===== src/rtl/clk_rst_pkg.sv =====
// Shared clock/reset definitions: sequencer state encoding and lock-loss counter width.
package clk_rst_pkg;

  localparam int LOSS_CNT_W = 8;

  typedef enum logic [2:0] {
    ST_WAIT_LOCK = 3'd0,
    ST_STABILIZE = 3'd1,
    ST_HOLD      = 3'd2,
    ST_RUN       = 3'd3,
    ST_LOST      = 3'd4
  } seq_state_e;

  // $clog2 of a parameter, but never below 1 bit so a ratio of 1 still gets a real counter.
  function automatic int clog2_min1(input int value);
    return (value <= 2) ? 1 : $clog2(value);
  endfunction

endpackage


===== src/rtl/sync_2ff.sv =====
// Two-flop synchroniser for a single asynchronous level, with a synchronous clear.
module sync_2ff (
  input  logic clk,
  input  logic i_clear,
  input  logic i_d,
  output logic o_q
);

  logic r_meta;
  logic r_sync;

  always_ff @(posedge clk) begin
    if (i_clear) begin
      r_meta <= 1'b0;
      r_sync <= 1'b0;
    end else begin
      r_meta <= i_d;
      r_sync <= r_meta;
    end
  end

  assign o_q = r_sync;

endmodule


===== src/rtl/pll_reset_sequencer.sv =====
// Holds downstream logic in reset until the PLL lock has been stable, then releases it
// and generates a divided clock-enable; any loss of lock drops straight back into reset.
module pll_reset_sequencer
  import clk_rst_pkg::*;
#(
  parameter int STABLE_CYCLES = 1024,
  parameter int HOLD_CYCLES   = 16,
  parameter int CE_DIV        = 4
) (
  input  logic                  clock_in,
  input  logic                  reset,
  input  logic                  pll_locked,
  output logic                  sys_reset,
  output logic                  sys_ready,
  output logic                  ce,
  output logic [LOSS_CNT_W-1:0] lock_loss_count,
  output seq_state_e            o_dbg_state
);

  localparam int STAB_W = clog2_min1(STABLE_CYCLES);
  localparam int HOLD_W = clog2_min1(HOLD_CYCLES);
  localparam int CE_W   = clog2_min1(CE_DIV);

  localparam logic [STAB_W-1:0] STAB_LAST = STAB_W'(STABLE_CYCLES - 1);
  localparam logic [HOLD_W-1:0] HOLD_LAST = HOLD_W'(HOLD_CYCLES - 1);
  localparam logic [CE_W-1:0]   CE_LAST   = CE_W'(CE_DIV - 1);

  logic        w_lk;
  seq_state_e  r_state;
  seq_state_e  w_next_state;
  logic [STAB_W-1:0] r_stab_cnt;
  logic [HOLD_W-1:0] r_hold_cnt;
  logic [CE_W-1:0]   r_ce_cnt;

  sync_2ff u_lock_sync (
    .clk     (clock_in),
    .i_clear (reset),
    .i_d     (pll_locked),
    .o_q     (w_lk)
  );

  always_comb begin
    w_next_state = r_state;
    case (r_state)
      ST_WAIT_LOCK: if (w_lk) w_next_state = ST_STABILIZE;
      ST_STABILIZE: begin
        if (!w_lk)                      w_next_state = ST_WAIT_LOCK;
        else if (r_stab_cnt == STAB_LAST) w_next_state = ST_HOLD;
      end
      ST_HOLD: begin
        if (!w_lk)                      w_next_state = ST_WAIT_LOCK;
        else if (r_hold_cnt == HOLD_LAST) w_next_state = ST_RUN;
      end
      ST_RUN:  if (!w_lk) w_next_state = ST_LOST;
      ST_LOST: w_next_state = ST_WAIT_LOCK;
      default: w_next_state = ST_WAIT_LOCK;
    endcase
  end

  // Outputs are registered from the next state so they change on the same edge as the FSM.
  always_ff @(posedge clock_in) begin
    if (reset) begin
      r_state         <= ST_WAIT_LOCK;
      r_stab_cnt      <= '0;
      r_hold_cnt      <= '0;
      r_ce_cnt        <= '0;
      sys_reset       <= 1'b1;
      sys_ready       <= 1'b0;
      ce              <= 1'b0;
      lock_loss_count <= '0;
    end else begin
      r_state   <= w_next_state;
      sys_reset <= (w_next_state != ST_RUN);
      sys_ready <= (w_next_state == ST_RUN);

      if (r_state == ST_STABILIZE && w_next_state == ST_STABILIZE) r_stab_cnt <= r_stab_cnt + 1'b1;
      else                                                          r_stab_cnt <= '0;

      if (r_state == ST_HOLD && w_next_state == ST_HOLD) r_hold_cnt <= r_hold_cnt + 1'b1;
      else                                                r_hold_cnt <= '0;

      if (r_state == ST_RUN) r_ce_cnt <= (r_ce_cnt == CE_LAST) ? '0 : r_ce_cnt + 1'b1;
      else                   r_ce_cnt <= '0;

      ce <= (r_state == ST_RUN) && (w_next_state == ST_RUN) && (r_ce_cnt == CE_LAST);

      if (r_state == ST_RUN && w_next_state == ST_LOST && lock_loss_count != '1)
        lock_loss_count <= lock_loss_count + 1'b1;
    end
  end

  assign o_dbg_state = r_state;

endmodule


===== config.mk =====
export PLATFORM = sky130hd
export DESIGN_NAME = pll_reset_sequencer
export DESIGN_NICKNAME = d
export VERILOG_FILES = /design/src/rtl/clk_rst_pkg.sv /design/src/rtl/sync_2ff.sv /design/src/rtl/pll_reset_sequencer.sv
export SDC_FILE = /design/constraint.sdc
export NUM_CORES = 1
export LEC_CHECK = 0
export BUFFER_PORTS_ARGS = -buffer_cell sky130_fd_sc_hd__buf_2
export CAP_MARGIN = 25
export CORE_UTILIZATION = 35
export DETAILED_ROUTE_END_ITERATION = 12
export HOLD_SLACK_MARGIN = 0.15
export PLACE_DENSITY = 0.62
export SYNTH_ARGS = -nofsm -noshare
export SYNTH_HDL_FRONTEND = slang
export SYNTH_SLANG_ARGS = --single-unit

===== constraint.sdc =====
create_clock -name clock_in -period 2 [get_ports clock_in]
set_clock_uncertainty 0.15 [all_clocks]
set_input_delay 0.3 -clock clock_in [delete_from_list [all_inputs] [get_ports clock_in]]
set_output_delay 0.3 -clock clock_in [all_outputs]
set_load 0.01 [all_outputs]

==> results.cfg <==
[logic_synthesis]
syn_area_sq_mm = 0.00130
yosysTopAreaCellShare_pct = 49.1
ys_ff_latch = 32
yosys-top-cells-area = dfxtp_1, nor2_2, xnor2_1
avgSynthCellArea_sq_um = 9.59
synthDistinctLibCells = 33
yosysWarnings = 0
synthCells = 136
syn_nets = 143
synth_largest_area_cell = dfxtp_1
synth.yosys.seq_area_share_pct = 49.1

[clocking]
clkTransAtPathRegs_ps = 70
cts_setup_buffers = 0
cts_resized = 0
clk_latency_ps = 280
cts_htree_levels = 2
clockBufferDepth = 2
numCtsBuffers = 5
cts_tree = done
cts_root_buf = clkbuf_8
cts.sinks = 32

[flow_run]
maxCapViolations = 0

[floorplanning]
initial_utilization_pct = 37.9
die_h_um = 63.0
die_w_um = 63.0
fp.coreArea_sq_mm = 0.00344
die-area_sq_mm = 0.00397
rows = 21
ios = 17

[grt]
use_met3_pct = 6.75
antenna_found_initial = 0
use_met1_pct = 13.2
grt_pass1_vias = 875
grt-busiest-layer = met2
gr-usage-all-layers_pct = 12.5
met2_usage_pct = 18.3
grt_max_degree = 13
grt_overflow = 0
grt_first_pass_wirelength_mm = 3.67

[critical_path]
cp_data_required_time_ps = 2060
end_kind = flip-flop
criticalPathCategory = flip-flop to flip-flop
reg2regPathDepth = 5
critPathBufInv = 0
cp_max_fo = 10
path_cells = ha_1, nand2_1, nor3_2, or4b_4, nor2_2
crit_cells = 5
crit_family = simple AND/OR/NAND/NOR gates
slowest_stage = or4b_4
startpoint_type = flip-flop
cp_slowest_stage_delay_ps = 630
cp.arrival_ps = 1840

[timing]
postLayoutSetupSlackWorst_ps = 223
setup-violations-final = 0
grt_setup_unrepaired = no
final.setup.tns_ps = 0
fmax_ghz = 0.563
relSlewSlack_pct = 76.7
tightest_slew_ps = 346
hold_viol = 0
hold-worst-slack_ps = 200
finalMaxSlewViolations = 0
period_needed_ps = 1780
min_period_over_period_pct = 88.9

[placement]
gp_congestion = 0.763
place_area_sq_mm = 0.00142
dp_hpwl_mm = 1.59
dp_cells = 195
pre_cts_ws_ps = 242
port_buffers = 16

[power]
ir_worst_vdd_mv = 0.359
clkPwrFrac_pct = 43.1
powerDensity_mw_per_mm2 = 755
power.leakage_nw = 0.577
p_total_mw = 1.15
power.internal_mw = 0.919
power.share.switching_pct = 20.1
switchingPower_mw = 0.231
seqPwrFrac_pct = 55.8
combPwrFrac_pct = 1.1

[routing]
drt_pass1_iterations = 4
vias = 962
ant_nets = 0
first_iter_violations = 32
wl_per_cell_um = 10.6
routed_wl_mm = 2.16
drc = 0
via_per_inst = 4.72

[finish]
fin_cells = 204
drive_gt1_share_pct = 24.7
diodes = 0
syn_to_final_growth_pct = 16.9
utilization_pct = 44.3
layout_common_cells = dfxtp_1, nor2_1, buf_2
final_common_cell = dfxtp_1
fill_cells = 358
final_cell_area_sq_mm = 0.00152
nets = 164

[worst_hold_path]
min_path_type = input pin to flip-flop
whs_path_depth = 2

[status]
status = complete, no violations
cells in the mapped netlist, drive strengths merged:
cell type / n
ha: 4
nand4: 4
o211a: 1
nor3b: 1
nand3: 7
a21oi: 3
o41ai: 1
or4: 1
o2111ai: 2
clkbuf: 2
nor3: 7
and3: 1
mux2i: 2
a31oi: 1
nor2b: 2
o21ai: 2
and2: 2
xnor2: 7
or4b: 1
buf: 1
nor2: 27
o211ai: 1
and4bb: 1
nand2: 10
inv: 5
xor2: 7
o21a: 1
dfxtp: 32
area by class of cell:
type | instances | area (sq um) | area share (%)
tap | 46 | 57.6 | 3.78
sequential | 32 | 641 | 42.0
inverter | 5 | 18.8 | 1.23
clock inverter | 2 | 10.0 | 0.657
multi-input combinational | 96 | 624 | 41.0
timing repair buffer | 17 | 90.1 | 5.91
clock buffer | 6 | 82.6 | 5.42
per-layer routing:
metal  up-vias  share of wire, %
met1       438                45
met4         0               1.5
met5         -                 0
met3         2               6.3
met2        19                47
li1        503                 -
power by group through the flow:
stage | clock network, mW | registers, mW | logic, mW
after floorplan | 0 | 0.656 | 0.00684
after detailed placement | 0 | 0.656 | 0.0112
final | 0.496 | 0.642 | 0.0124
after global routing | 0.538 | 0.642 | 0.0138
after CTS | 0.519 | 0.642 | 0.0127
after global placement | 0 | 0.656 | 0.0107
cells by family (layout without fill, tap and decap cells):
group | after synthesis | after routing | synth area share [%]
mux | 2 | 2 | 1.54
simple gates | 64 | 64 | 26.8
buf+inv | 8 | 30 | 2.97
fa+ha+maj | 4 | 4 | 3.84
compound gates | 12 | 12 | 6.33
flops | 32 | 32 | 49.1
xor+xnor | 14 | 14 | 9.41
final timing paths:
kind | from | slack (ps) | to
worst max-delay path | r_stab_cnt[0] | 220 | r_stab_cnt[9]
worst min-delay path | reset | 200 | lock_loss_count[3]
worst max register to register | r_stab_cnt[0] | 220 | r_stab_cnt[9]
worst min register to register | u_lock_sync.r_meta | 280 | u_lock_sync.o_q
repair_timing:
item | in CTS | in global routing
hold buffers | 1 | 0
endpoints found under the setup margin | 0 | 0
endpoints found under the hold margin | 1 | 0
registers in the layout, indices dropped and copies added, names as in the netlist:
register,cells
sys_reset,1
ce,1
o_dbg_state,3
r_ce_cnt,2
r_hold_cnt,4
r_stab_cnt,10
u_lock_sync.r_meta,1
sys_ready,1
lock_loss_count,8
u_lock_sync.o_q,1
Note: power is estimated with default switching activity, not from simulation.
